--- src/rtl/demod_stream_ctrl_if.sv ---
// Valid/ready stream bundle used on both sides of the demodulator controller.
// The master drives data/valid and the slave answers with ready.
interface demod_stream_ctrl_if #(
  parameter int W = 12
);
  logic [W-1:0] data;
  logic         valid;
  logic         ready;

  modport master (output data, output valid, input ready);
  modport slave  (input data, input valid, output ready);
endinterface

--- src/rtl/demod_stream_ctrl.sv ---
// Demodulator stream controller: brings ADC samples across from the ADC clock
// domain, hands them to the rectifier/FIR sink, holds the DAC output while the
// filter refills, and drops to a safe midscale output when samples stop.
module demod_stream_ctrl #(
  parameter int unsigned FILL_LEN = 32,
  parameter int unsigned TIMEOUT  = 1023,
  parameter logic [13:0] MIDSCALE = 14'h2000
) (
  input  logic                        clk,
  input  logic                        rst_n,
  input  logic                        i_en,
  input  logic                        i_clr,
  input  logic                        i_clk_adc,
  input  logic [11:0]                 i_adc_data,
  demod_stream_ctrl_if.master         snk,
  demod_stream_ctrl_if.slave          src,
  output logic [13:0]                 o_dac_data,
  output logic                        o_dac_update,
  output logic [1:0]                  o_state,
  output logic                        o_overrun
);

  localparam int FCW = $clog2(FILL_LEN) + 1;
  localparam int WDW = $clog2(TIMEOUT + 1);
  localparam logic [FCW-1:0] FILL_LAST = FCW'(FILL_LEN - 1);
  localparam logic [WDW-1:0] WD_MAX    = WDW'(TIMEOUT);

  typedef enum logic [1:0] {
    ST_IDLE  = 2'd0,
    ST_FILL  = 2'd1,
    ST_RUN   = 2'd2,
    ST_FAULT = 2'd3
  } state_t;

  state_t           r_state;
  logic             r_sync1;
  logic             r_sync2;
  logic             r_sync3;
  logic [FCW-1:0]   r_fill_cnt;
  logic [WDW-1:0]   r_wdog;
  logic [13:0]      r_dac_data;
  logic             r_dac_update;
  logic [11:0]      r_snk_data;
  logic             r_snk_valid;
  logic             r_overrun;

  logic             w_strobe;
  logic             w_xfer;
  logic             w_active;
  logic             w_wd_hit;
  logic             w_accept;
  logic             w_drop;
  logic             w_load;
  logic             w_ovr_evt;
  logic             w_fill_done;
  logic [WDW-1:0]   w_wdog_nxt;

  // One clk cycle of strobe per rising edge of the synchronized ADC clock.
  assign w_strobe    = r_sync2 & ~r_sync3;
  assign w_xfer      = r_snk_valid & snk.ready;
  assign w_active    = (r_state == ST_FILL) || (r_state == ST_RUN);
  assign w_wd_hit    = w_active && (r_wdog == WD_MAX);
  assign w_accept    = w_strobe && (r_state != ST_IDLE);
  // Leaving for IDLE (enable low) or FAULT (watchdog) discards the pending sample.
  assign w_drop      = !i_en || w_wd_hit;
  assign w_load      = w_accept && !w_drop;
  // A replacement is an overrun only if the old sample did not leave this cycle.
  assign w_ovr_evt   = w_load && r_snk_valid && !w_xfer;
  assign w_fill_done = src.valid && (r_fill_cnt == FILL_LAST);
  // Watchdog restarts on every strobe and saturates at the limit.
  assign w_wdog_nxt  = w_strobe ? {WDW{1'b0}} :
                       (r_wdog == WD_MAX) ? r_wdog : r_wdog + WDW'(1);

  assign src.ready    = 1'b1;
  assign snk.data     = r_snk_data;
  assign snk.valid    = r_snk_valid;
  assign o_dac_data   = r_dac_data;
  assign o_dac_update = r_dac_update;
  assign o_state      = r_state;
  assign o_overrun    = r_overrun;

  // Two-flop synchronizer plus an edge-detect flop for the ADC clock.
  always_ff @(posedge clk or negedge rst_n) begin
    if (!rst_n) begin
      r_sync1 <= 1'b0;
      r_sync2 <= 1'b0;
      r_sync3 <= 1'b0;
    end else begin
      r_sync1 <= i_clk_adc;
      r_sync2 <= r_sync1;
      r_sync3 <= r_sync2;
    end
  end

  // Run-state machine with fill counter, watchdog and the held DAC output.
  always_ff @(posedge clk or negedge rst_n) begin
    if (!rst_n) begin
      r_state      <= ST_IDLE;
      r_fill_cnt   <= {FCW{1'b0}};
      r_wdog       <= {WDW{1'b0}};
      r_dac_data   <= MIDSCALE;
      r_dac_update <= 1'b0;
    end else if (!i_en) begin
      r_state      <= ST_IDLE;
      r_fill_cnt   <= {FCW{1'b0}};
      r_wdog       <= {WDW{1'b0}};
      r_dac_data   <= MIDSCALE;
      r_dac_update <= 1'b0;
    end else begin
      r_dac_update <= 1'b0;
      case (r_state)
        ST_IDLE: begin
          r_state    <= ST_FILL;
          r_fill_cnt <= {FCW{1'b0}};
          r_wdog     <= {WDW{1'b0}};
          r_dac_data <= MIDSCALE;
        end
        ST_FILL: begin
          if (w_wd_hit) begin
            r_state    <= ST_FAULT;
            r_wdog     <= {WDW{1'b0}};
            r_dac_data <= MIDSCALE;
          end else if (w_fill_done) begin
            r_state    <= ST_RUN;
            r_wdog     <= {WDW{1'b0}};
          end else begin
            r_wdog <= w_wdog_nxt;
            if (src.valid) begin
              r_fill_cnt <= r_fill_cnt + FCW'(1);
            end else begin
              r_fill_cnt <= r_fill_cnt;
            end
          end
        end
        ST_RUN: begin
          if (w_wd_hit) begin
            r_state    <= ST_FAULT;
            r_wdog     <= {WDW{1'b0}};
            r_dac_data <= MIDSCALE;
          end else begin
            r_wdog <= w_wdog_nxt;
            if (src.valid) begin
              r_dac_data   <= 14'(src.data);
              r_dac_update <= 1'b1;
            end else begin
              r_dac_data   <= r_dac_data;
            end
          end
        end
        ST_FAULT: begin
          if (w_accept) begin
            r_state    <= ST_FILL;
            r_fill_cnt <= {FCW{1'b0}};
            r_wdog     <= {WDW{1'b0}};
            r_dac_data <= MIDSCALE;
          end else begin
            r_state    <= ST_FAULT;
          end
        end
        default: begin
          r_state    <= ST_IDLE;
          r_fill_cnt <= {FCW{1'b0}};
          r_wdog     <= {WDW{1'b0}};
          r_dac_data <= MIDSCALE;
        end
      endcase
    end
  end

  // Sink holding register: load on accepted strobe, release after transfer.
  always_ff @(posedge clk or negedge rst_n) begin
    if (!rst_n) begin
      r_snk_data  <= 12'h000;
      r_snk_valid <= 1'b0;
    end else if (w_drop) begin
      r_snk_valid <= 1'b0;
    end else if (w_load) begin
      r_snk_data  <= i_adc_data;
      r_snk_valid <= 1'b1;
    end else if (w_xfer) begin
      r_snk_valid <= 1'b0;
    end else begin
      r_snk_valid <= r_snk_valid;
    end
  end

  // Sticky overrun flag; a new event wins over a coincident clear.
  always_ff @(posedge clk or negedge rst_n) begin
    if (!rst_n) begin
      r_overrun <= 1'b0;
    end else if (w_ovr_evt) begin
      r_overrun <= 1'b1;
    end else if (i_clr) begin
      r_overrun <= 1'b0;
    end else begin
      r_overrun <= r_overrun;
    end
  end

endmodule

--- src/flat_wrapper.sv ---
// flat-port wrapper written by rule: the top's interface ports become plain ports
module demod_stream_ctrl_flat 
#(
  parameter int unsigned FILL_LEN = 32,
  parameter int unsigned TIMEOUT  = 1023,
  parameter logic [13:0] MIDSCALE = 14'h2000
)
  (clk, rst_n, i_en, i_clr, i_clk_adc, i_adc_data, o_dac_data, o_dac_update, o_state, o_overrun, snk_data, snk_valid, snk_ready, src_data, src_valid, src_ready);
  demod_stream_ctrl_if #(.W(12)) snk_i ();
  demod_stream_ctrl_if #(.W(14)) src_i ();
  input  logic clk;
  input  logic rst_n;
  input  logic i_en;
  input  logic i_clr;
  input  logic i_clk_adc;
  input  logic [11:0] i_adc_data;
  output logic [13:0] o_dac_data;
  output logic o_dac_update;
  output logic [1:0] o_state;
  output logic o_overrun;
  output wire logic [$bits(snk_i.data)-1:0] snk_data;
  output wire logic [$bits(snk_i.valid)-1:0] snk_valid;
  input wire logic [$bits(snk_i.ready)-1:0] snk_ready;
  input wire logic [$bits(src_i.data)-1:0] src_data;
  input wire logic [$bits(src_i.valid)-1:0] src_valid;
  output wire logic [$bits(src_i.ready)-1:0] src_ready;
  assign snk_data = snk_i.data;
  assign snk_valid = snk_i.valid;
  assign snk_i.ready = snk_ready;
  assign src_i.data = src_data;
  assign src_i.valid = src_valid;
  assign src_ready = src_i.ready;
  demod_stream_ctrl #(.FILL_LEN(FILL_LEN), .TIMEOUT(TIMEOUT), .MIDSCALE(MIDSCALE)) u_core (.clk(clk), .rst_n(rst_n), .i_en(i_en), .i_clr(i_clr), .i_clk_adc(i_clk_adc), .i_adc_data(i_adc_data), .snk(snk_i), .src(src_i), .o_dac_data(o_dac_data), .o_dac_update(o_dac_update), .o_state(o_state), .o_overrun(o_overrun));
endmodule
--- config.mk ---
export PLATFORM = sky130hd
export DESIGN_NAME = demod_stream_ctrl_flat
export DESIGN_NICKNAME = d
export VERILOG_FILES = /design/src/rtl/demod_stream_ctrl_if.sv /design/src/rtl/demod_stream_ctrl.sv /design/src/flat_wrapper.sv
export SDC_FILE = /design/constraint.sdc
export NUM_CORES = 1
export LEC_CHECK = 0
export ABC_AREA = 1
export CORE_MARGIN = 4
export CORE_UTILIZATION = 35
export DETAILED_ROUTE_END_ITERATION = 8
export SYNTH_ARGS = -nofsm -noshare
export SYNTH_HDL_FRONTEND = slang
export SYNTH_SLANG_ARGS = --single-unit
--- constraint.sdc ---
create_clock -name clk -period 1.9 [get_ports clk]
set_input_delay 0.38 -clock clk [delete_from_list [all_inputs] [get_ports clk]]
set_output_delay 0.38 -clock clk [all_outputs]
set_load 0.01 [all_outputs]
==> results.toml, run 1 <==
[clock_network]
clock_sinks = 50
hold_buffers = 0
htreeDepth = 2
cts_tree = "yes"
clk_pin_slew_worst_paths_ps = 100
clk_path_buf_depth = 2
cts_made_buffers = 5
post-cts-setup-buffer-count = 0
root_buffer = "clkbuf_8"
clk_latency_ps = 310

[synthesis]
synth-seq-area-share_pct = 48.26
syn-instance-count = 314
yosysWarnings = 0
synth_fp_nets = 354
synth_seq_cells = 50
synth_top_area_share_pct = 47.25
synth_edf_count = 0
syn_avg_cell_area_um2 = 8.264
async_flop_share_pct = 100.0
yosys.area.top_type = "dfrtp_1"
syn_area_um2 = 2595
synthDistinctLibCells = 33
synth_common_cells = "nand2_1 (107), dfrtp_1 (49), inv_1 (30)"
synth.most_common_cell = "nand2_1"
ys.flop_type = "dfrtp_1"
yosys-top-cells-area = "dfrtp_1 (47%), nand2_1 (15%), o21ai_2 (4.4%)"

[setup_path]
critPathArrivalTime_ps = 1370
cp_max_fo = 2
cp-start-kind = "register"
crit_type = "register to output pin"
worstSetupEndpointType = "output pin"
required_ps = 1520
max_stage_delay_ps = 540
cp.depth = 1
reg2reg_depth = 11
r2r_setup_slack_ps = 150
r2r_start = "u_core.o_state[0]"
reg2reg_to = "u_core.r_fill_cnt[3]"
cp_num_buf_inv = 1
worstPathCellList = "clkdlybuf4s50_1"
slowest_stage = "dfstp_2"
cp_top_family = "flip-flops"

[timing]
skew_ps = 13.57
period_share_pct = 92.02
rsz0062_at_grt = "false"
min_period_ps = 1748
final_max_slew_viol_count = 0
tns_ps = 0
max_freq_ghz = 0.5720
setup_viol_count_final = 0
hold_violations = 0

[detailed_routing]
ant_nets = 0
wl_per_cell_um = 11.95
vias_per_cell = 4.651
post-route-drc-count = 0
routed-via-count = 2279
drt_iter0_drc = 64
routed_wl_um = 5855
dr.pass1.iters = 4

[cells_and_area]
diodes = 0
layout-drive-gt1-share_pct = 14.32
nNetsFinal = 430
syn2layout_area_growth_pct = 37.03

[floorplan]
start_util_pct = 35.97
fp.dieW_um = 94.11
die_area_um2 = 8856
die-height_um = 94.11
core.rowCount = 31
core_region_area_um2 = 7214
top_level_ports = 65

[pwr]
peakVddDrop_mv = 0.4664
p_sw_w = 0.001301
seq_power_share_pct = 37.7
p_int_w = 0.002461
swShare_pct = 34.58
power.total_w = 0.003762
pwr-share-comb_pct = 40.8
power.leakage_nw = 1.642
clkPwrFrac_pct = 21.5
powerDensity_nw_per_um2 = 1058

[job]
cap_viol_max_count = 0

[grt]
grt_pass1_wl_um = 9508
antenna_found_initial = 0
grt-ovfl-total = 0
track_usage_pct = 13.27
grt_max_degree = 51
grt_pass1_vias = 2149

[place]
gp_congestion = 0.7748
io_buffers = 63
dp_hpwl_um = 4208

[min_path]
hp-class = "input pin to asynchronous set/reset pin"

[outcome]
status = "complete, no violations"
stage by stage:
| step | setup WS, ps | hold slack, ps | area [um^2] | instances | util [%] |
|---|---|---|---|---|---|
| detailed placement | 13.77 | 337.2 | 3410 | 482 | 47.26 |
| floorplan | 205.2 | 84.41 | 2595 | 314 | - |
| finish | 151.7 | 48.38 | 3556 | 490 | 49.29 |
| global route | 19.48 | 74.82 | 3556 | 490 | 49.29 |
| global placement | 41.03 | 337.6 | 3410 | 482 | 47.26 |
| CTS | 91.67 | 53.17 | 3531 | 490 | 48.94 |
power by group through the flow:
stage	clock, W	combinational [W]	sequential, W
detailed placement	0	0.00150	0.00144
finish	0.000809	0.00153	0.00142
CTS	0.000832	0.00152	0.00142
global route	0.000854	0.00170	0.00146
global placement	0	0.00150	0.00144
floorplan	0	0.000672	0.00155
state kept, by name (all words and copies together), names as in the netlist:
register,flops
u_core.o_dac_data,14
u_core.snk.data,12
u_core.r_wdog,10
u_core.r_fill_cnt,6
u_core.o_state,2
u_core.o_dac_update,1
u_core.o_overrun,1
u_core.r_sync1,1
u_core.r_sync2,1
u_core.r_sync3,1
u_core.snk.valid,1
cells in the final DEF, fill, tap and decap left out, types with 7 or more instances in the layout:
master / n
nand2_1: 106
buf_4: 15
nand4_1: 16
nand3_1: 17
o21ai_2: 13
o21ai_0: 10
ha_1: 7
nor2_1: 16
dfrtp_1: 48
inv_1: 30
clkdlybuf4s50_1: 62
repair_timing:
item / in CTS / in global routing
gates resized for setup: 0 / 6
endpoints found under the setup margin: 0 / 42
hold endpoints to repair: 0 / 0
routing by layer:
| metal | GRT usage (%) | vias up | share of wire (%) |
|---|---|---|---|
| met3 | 2.724 | 7 | 4.1 |
| met2 | 23.54 | 44 | 49 |
| met4 | 3.610 | 0 | 1.1 |
| met1 | 16.27 | 1065 | 45 |
| met5 | 0 | - | 0 |
| li1 | - | 1163 | - |
layout make-up:
class / count / area [um^2]
fillers: 687 / 3659
clock buffers: 6 / 82.58
repair buffers: 79 / 758.2
well taps: 99 / 123.9
flip-flops and latches: 50 / 1254
clock inverters: 2 / 38.79
inverters: 31 / 116.4
multi-input cells: 223 / 1182
cell families after synthesis:
logic type	count (synthesis)	share of synthesized area, %
AOI/OAI and AO/OA	33	8.535
xor gates and xnor gates	4	1.350
adders and majority gates	7	3.375
buffers and inverters	41	7.088
DFF	50	48.26
other	1	0.1445
and+or+nand+nor	178	31.24
how the worst max path moves through the flow:
stage / start / endpoint / slack (ps)
after floorplan: u_core.o_state[1] / u_core.r_wdog[5] / 210
after global placement: i_en / u_core.r_fill_cnt[3] / 40
after detailed placement: src_valid / u_core.r_wdog[0] / 10
after CTS: u_core.r_wdog[0] / u_core.o_dac_data[3] / 90
after global routing: u_core.o_state[0] / u_core.r_fill_cnt[3] / 20
final: u_core.o_dac_data[13] / o_dac_data[13] / 150
(Power assumes the default switching activity.)
==> run 2: changes to the inputs <==
--- a/config.mk
+++ b/config.mk
@@ -8,7 +8,9 @@
 export ABC_AREA = 1
 export CORE_MARGIN = 4
 export CORE_UTILIZATION = 35
+export CTS_CLUSTER_SIZE = 28
 export DETAILED_ROUTE_END_ITERATION = 8
+export GPL_ROUTABILITY_DRIVEN = 0
 export SYNTH_ARGS = -nofsm -noshare
 export SYNTH_HDL_FRONTEND = slang
 export SYNTH_SLANG_ARGS = --single-unit
==> results of run 2 <==
Same layout as run 1: the final DEF is identical, and so are final timing and power.
==> RTL change 1: new RTL, config.mk and constraints of run 1 <==
Register the output `o_overrun` once more, with the module's reset; this adds one clock of latency there. The other outputs are not delayed to match.
--- a/src/rtl/demod_stream_ctrl.sv
+++ b/src/rtl/demod_stream_ctrl.sv
@@ -78,5 +78,11 @@
   assign o_dac_update = r_dac_update;
   assign o_state      = r_state;
-  assign o_overrun    = r_overrun;
+  always_ff @(posedge clk or negedge rst_n) begin
+    if (!rst_n) begin
+      o_overrun <= '0;
+    end else begin
+      o_overrun <= r_overrun;
+    end
+  end
 
   // Two-flop synchronizer plus an edge-detect flop for the ADC clock.
Function: changed (a bounded check fails within 10 cycles, from zero or initial values and one cycle with rst_n low).
==> RTL change 1 against run 1 <==
  * Wire length grew 6.1%
  * Design area rose by 1.2%
  * Die area increased by 0.93%
  * Sequential share of layout area increased by 0.24 points
  * Fmax shrank 1.4%
  * Sequential cell count is 1 higher
  * Clock skew decreased by 0.0066 ns
  * Power fell by 0.61%
  * Area after synthesis rose by 1.0%
  * Critical path type unchanged
  * Worst setup slack worse by 0.024 ns
==> RTL change 1: results (changes against run 1) <==
Worst setup path:
- The internal reg-to-reg setup slack came to 0.20 ns (was 0.15 ns).
- The kind of cell adding the most delay to the critical path was buffers and inverters (was flip-flops).
- The endpoint of the most critical register-to-register path is u_core.o_dac_data[7]$_DFFE_PN0P_ (was u_core.r_fill_cnt[3]$_DFFE_PN0P_).
- The logic depth of the worst register-to-register path came to 10 (was 11).
- The startpoint of the worst-slack reg-to-reg timing path is u_core.r_wdog[0]$_DFFE_PN0P_ (was u_core.o_state[0]$_DFFE_PN0P_).
- The data arrival time of the critical path is 1.39 ns (was 1.37 ns).
- The maximum single-stage delay on the critical path is ~0.55 ns.

Routing:
- The via density per instance is 4.64 (was 4.65).
- The via count is 2392 (was 2279).
- The starting DRC count in detailed routing came to 89 (was 64).

Placement:
- The post-DP HPWL is 4700 um (was 4210 um).
- The global placement routability congestion is 0.844 (was 0.775).
- The area after detailed placement is 3440 um2 (was 3410 um2).
- The worst slack at placement is -0.118 ns (was 0.0138 ns).
- The total instance count after detailed placement came to 508 (was 482).

Power and ir drop:
- The switching power share of the total came to 0.337 (was 0.346).
- The peak ir drop on the vdd network was 0.414 mV (was 0.466 mV).
- The standby leakage power is 1.81 nW (was 1.64 nW).

Synthesis:
- The count of different cell masters after synthesis came to 27 (was 33).
- The post-synth net total is 383 (was 354).
- Main area contributors after synthesis: dfrtp_1, nand2_1, nand3_1 (was dfrtp_1, nand2_1, o21ai_2).
- Most common library cells after synthesis: nand2_1, dfrtp_1, nand3_1 (was nand2_1, dfrtp_1, inv_1).
- The prevailing post-synth register cell is dfrtp_1 (unchanged).
- The number of cells produced by synthesis is 343 (was 314).
- The sequential cell area fraction in the yosys report is 0.487 (was 0.483).

Timing:
- The clock skew was 0.00701 ns (was 0.0136 ns).

Global route:
- The via count of the first global-routing pass is 2274 (was 2149).
- The wire length of the first global-routing pass is 10600 um (was 9510 um).
- The maximum number of pins on one net before global-route repair is 35 (was 51).
- The global-route usage over all layers is 0.150 (was 0.133).

Status:
- Outcome: finished, final reports clean (unchanged).

Final layout:
- The number of filler instances in the final layout is 724 (was 687).
- The flip-flop count of the largest register after layout is 14 (unchanged).
- The share of post-route cells with drive strength above 1 was 0.0863 (was 0.143).
-- RTL change 1: changes by cell type after synthesis, moves of 3 or more --
cell | before | now
nor2_1 | 17 | 31
nor4_1 | 3 | 0
inv_1 | 30 | 37
buf_6 | 3 | 0
o21ai_2 | 13 | 0
nor2_2 | 4 | 1
o21ai_0 | 10 | 13
nand4_1 | 16 | 4
a21oi_1 | 4 | 1
nand3_1 | 17 | 42
nand2_1 | 107 | 124
-- RTL change 1: final cells by class --
cell class	count	share of cell area
clock inverters	2	0.0167
clock buffers	6	0.0202
multi-input cells	243	0.326
flip-flops and latches	51	0.355
inverters	40	0.0417
well taps	99	0.0344
repair buffers	75	0.206
-- RTL change 1: metrics by stage --
step	utilization	hold slack, ns
2_1_floorplan	-	0.0844
3_3_place_gp	0.474	0.345
3_5_place_dp	0.474	0.340
4_1_cts	0.492	0.0169
5_1_grt	0.496	0.0333
6_report	0.496	0.00780
-- RTL change 1: repair_timing --
action                     CTS  global route
hold buffers                 0             0
setup endpoints to repair    0            29
resized for setup            0             8
-- RTL change 1: cell families (layout without fill, tap and decap cells) --
| group | after synthesis | count (layout) | synth area share |
|---|---|---|---|
| AOI/OAI and AO/OA | 17 | 17 | 0.0344 |
| xor gates and xnor gates | 6 | 6 | 0.0201 |
| adders and majority gates | 7 | 7 | 0.0334 |
| buffers and inverters | 49 | 123 | 0.0764 |
| DFF | 51 | 51 | 0.487 |
| other | 1 | 1 | 0.00143 |
| and+or+nand+nor | 212 | 212 | 0.347 |
-- RTL change 1: how the worst max path moves through the flow --
stage,startpoint,endpoint,slack [ns],cells after the start
floorplan,u_core.o_state[0]$_DFFE_PN0P_,u_core.snk.data[0]$_DFFE_PN0P_,0.14,9
global placement,src_valid,u_core.r_wdog[1]$_DFFE_PN0P_,-0.08,10
detailed placement,src_valid,u_core.r_wdog[1]$_DFFE_PN0P_,-0.12,10
CTS,u_core.o_state[0]$_DFFE_PN0P_,u_core.r_wdog[1]$_DFFE_PN0P_,0.03,7
global route,u_core.o_state[0]$_DFFE_PN0P_,u_core.r_wdog[9]$_DFFE_PN0P_,-0.03,8
finish,u_core.o_dac_data[13]$_DFFE_PN1P_,o_dac_data[13],0.13,1
-- RTL change 1: routing by layer --
metal	vias up	GRT usage	routed length [um]
met3	5	0.0343	394
met4	0	0.0505	85
met2	56	0.253	2980
li1	1211	-	-
met1	1120	0.188	2750
met5	-	0	0
-- RTL change 1: power groups by stage --
stage / Sequential (W) / Combinational [W] / Clock, W
6_report: 0.00139 / 0.00146 / 0.000885
5_1_grt: 0.00143 / 0.00164 / 0.000954
4_1_cts: 0.00140 / 0.00144 / 0.000919
3_5_place_dp: 0.00142 / 0.00144 / 0
3_3_place_gp: 0.00141 / 0.00143 / 0
2_1_floorplan: 0.00152 / 0.000646 / 0
==> RTL change 2: new RTL, config.mk and constraints of run 1 <==
Without the edit above. `MIDSCALE` is set to 14'h2000 in 2 places; all go to 14'h1800.
--- a/src/rtl/demod_stream_ctrl.sv
+++ b/src/rtl/demod_stream_ctrl.sv
@@ -5,5 +5,5 @@
   parameter int unsigned FILL_LEN = 32,
   parameter int unsigned TIMEOUT  = 1023,
-  parameter logic [13:0] MIDSCALE = 14'h2000
+  parameter logic [13:0] MIDSCALE = 14'h1800
 ) (
   input  logic                        clk,
--- a/src/flat_wrapper.sv
+++ b/src/flat_wrapper.sv
@@ -4,5 +4,5 @@
   parameter int unsigned FILL_LEN = 32,
   parameter int unsigned TIMEOUT  = 1023,
-  parameter logic [13:0] MIDSCALE = 14'h2000
+  parameter logic [13:0] MIDSCALE = 14'h1800
 )
   (clk, rst_n, i_en, i_clr, i_clk_adc, i_adc_data, o_dac_data, o_dac_update, o_state, o_overrun, snk_data, snk_valid, snk_ready, src_data, src_valid, src_ready);
Behaviour: not the same (a bounded check fails within 4 cycles, from zero or initial values and one cycle with rst_n low).
==> RTL change 2 against run 1 <==
  * Power is 1.4% lower
  * Design area is 0.91% lower
  * Clock skew decreased by 0.00068 ns
  * Sequential share of layout area increased by 0.33 points
  * Synthesized cell count decreased by 0.32%
  * Worst setup slack barely moved
  * Wire length increased by 2.6%
  * Global-route usage is 0.73 points higher
  * Sequential cell count did not move
  * Clock power shrank 9.4%
  * Area after synthesis grew 0.53%
==> RTL change 2: results (changes against run 1) <==
Global route:
- The maximum number of pins on one net before global-route repair is 51 (unchanged).
- The global-route usage over all layers is 0.140 (was 0.133).
- The met2 layer usage reported by global route is 0.228 (was 0.235).
- The wire length of the first global-routing pass is 10100 um (was 9510 um).
- The met3 usage is 0.0478 (was 0.0272).
- The met1 capacity usage during global routing came to 0.184 (was 0.163).
- The via count of the first global-routing pass came to 2226 (was 2149).

Placement:
- The post-DP HPWL is 4370 um (was 4210 um).
- The total instance count after detailed placement was 479 (was 482).
- The worst slack at placement came to 0.0552 ns (was 0.0138 ns).
- The area after detailed placement is 3410 um2 (about the same).
- The global placement routability congestion came to 0.809 (was 0.775).

Clock network:
- The register clock-pin slew on the reported worst setup and hold paths is 0.10 ns (about the same).
- The root cell of the clock tree is clkbuf_8 (unchanged).

Final layout:
- The number of nets at the end of the flow is 427 (was 430).
- The share of post-route cells with drive strength above 1 was 0.131 (was 0.143).
- The final standard cell count with taps included and fillers excluded is 487 (was 490).

Synthesis:
- The count of different cell masters after synthesis is 33 (unchanged).
- The mean instance size in the synthesized netlist is 8.33 um2 (was 8.26 um2).
- The sequential cell area fraction in the yosys report is 0.481 (was 0.483).
- Main area contributors after synthesis: dfrtp_1, nand2_1, inv_1 (was dfrtp_1, nand2_1, o21ai_2).
- The post-synthesis share of cell area spent on xor and xnor gates is 0.0134 (was 0.0135).
- The complex-gate fraction of the synthesized area was 0.0835 (was 0.0853).
- Most common library cells after synthesis: nand2_1, dfrtp_1, inv_1 (unchanged).
- The prevailing post-synth register cell is dfrtp_1 (unchanged).
- The post-synth net total is 353 (was 354).
- The adder-cell share of the synthesized area came to 0.0336 (was 0.0338).

Worst setup path:
- The library cell contributing the largest single delay on the critical path is dfstp_2 (unchanged).

Routing:
- The wire length on met2 is 2840 um (was 2900 um).
- The post-route met1 wirelength was 2780 um (was 2650 um).
- The starting DRC count in detailed routing is 57 (was 64).
- The routed wire length on met3 came to 365 um (was 241 um).
- The routed length per instance is 12.3 um (was 11.9 um).
- The via count is 2265 (was 2279).

Power and ir drop:
- The standby leakage power came to 1.65 nW (was 1.64 nW).
- The peak ir drop on the vdd network is 0.544 mV (was 0.466 mV).

Timing:
- The clock skew came to 0.0129 ns (was 0.0136 ns).

Status:
- Outcome: finished, final reports clean (unchanged).
-- RTL change 2: power by group --
group          switching (W)  internal (W)  leakage, nW
clock               0.000339      0.000394       0.0524
combinational       0.000807      0.000736        0.936
sequential          0.000125       0.00131        0.661
total                0.00127       0.00244         1.65
-- RTL change 2: cell type report --
| cell class | instances | area (um2) |
|---|---|---|
| Inverter | 31 | 116 |
| Tap cell | 99 | 124 |
| Timing Repair Buffer | 76 | 736 |
| Clock buffer | 7 | 76.3 |
| Clock inverter | 1 | 30.0 |
| Fill cell | 730 | 3730 |
| Sequential cell | 50 | 1250 |
| Multi-Input combinational cell | 223 | 1190 |
-- RTL change 2: final timing paths --
kind | depth (start not counted) | to | from | slack, ns
worst min-delay path | 2 | u_core.r_wdog[4]$_DFFE_PN0P_ | rst_n | 0.04
max in group asynchronous | 2 | u_core.o_dac_data[12]$_DFFE_PN1P_ | rst_n | 1.55
worst min register to register | 0 | u_core.r_sync2$_DFF_PN0_ | u_core.r_sync1$_DFF_PN0_ | 0.37
worst max register to register | 11 | u_core.r_fill_cnt[4]$_DFFE_PN0P_ | u_core.o_state[0]$_DFFE_PN0P_ | 0.20
min in group clk | 0 | u_core.r_sync2$_DFF_PN0_ | u_core.r_sync1$_DFF_PN0_ | 0.37
worst max-delay path | 1 | o_dac_data[12] | u_core.o_dac_data[12]$_DFFE_PN1P_ | 0.15
-- RTL change 2: worst register-to-register path, cell delays in order, from the launching register on --
cell,delay (ns)
dfrtp_1,0.38
buf_4,0.15
ha_1,0.24
nand2_1,0.08
inv_1,0.09
nand2_4,0.10
nand2_1,0.05
inv_1,0.08
nand2_1,0.11
o21ai_2,0.21
nand2_1,0.08
nand2_1,0.07
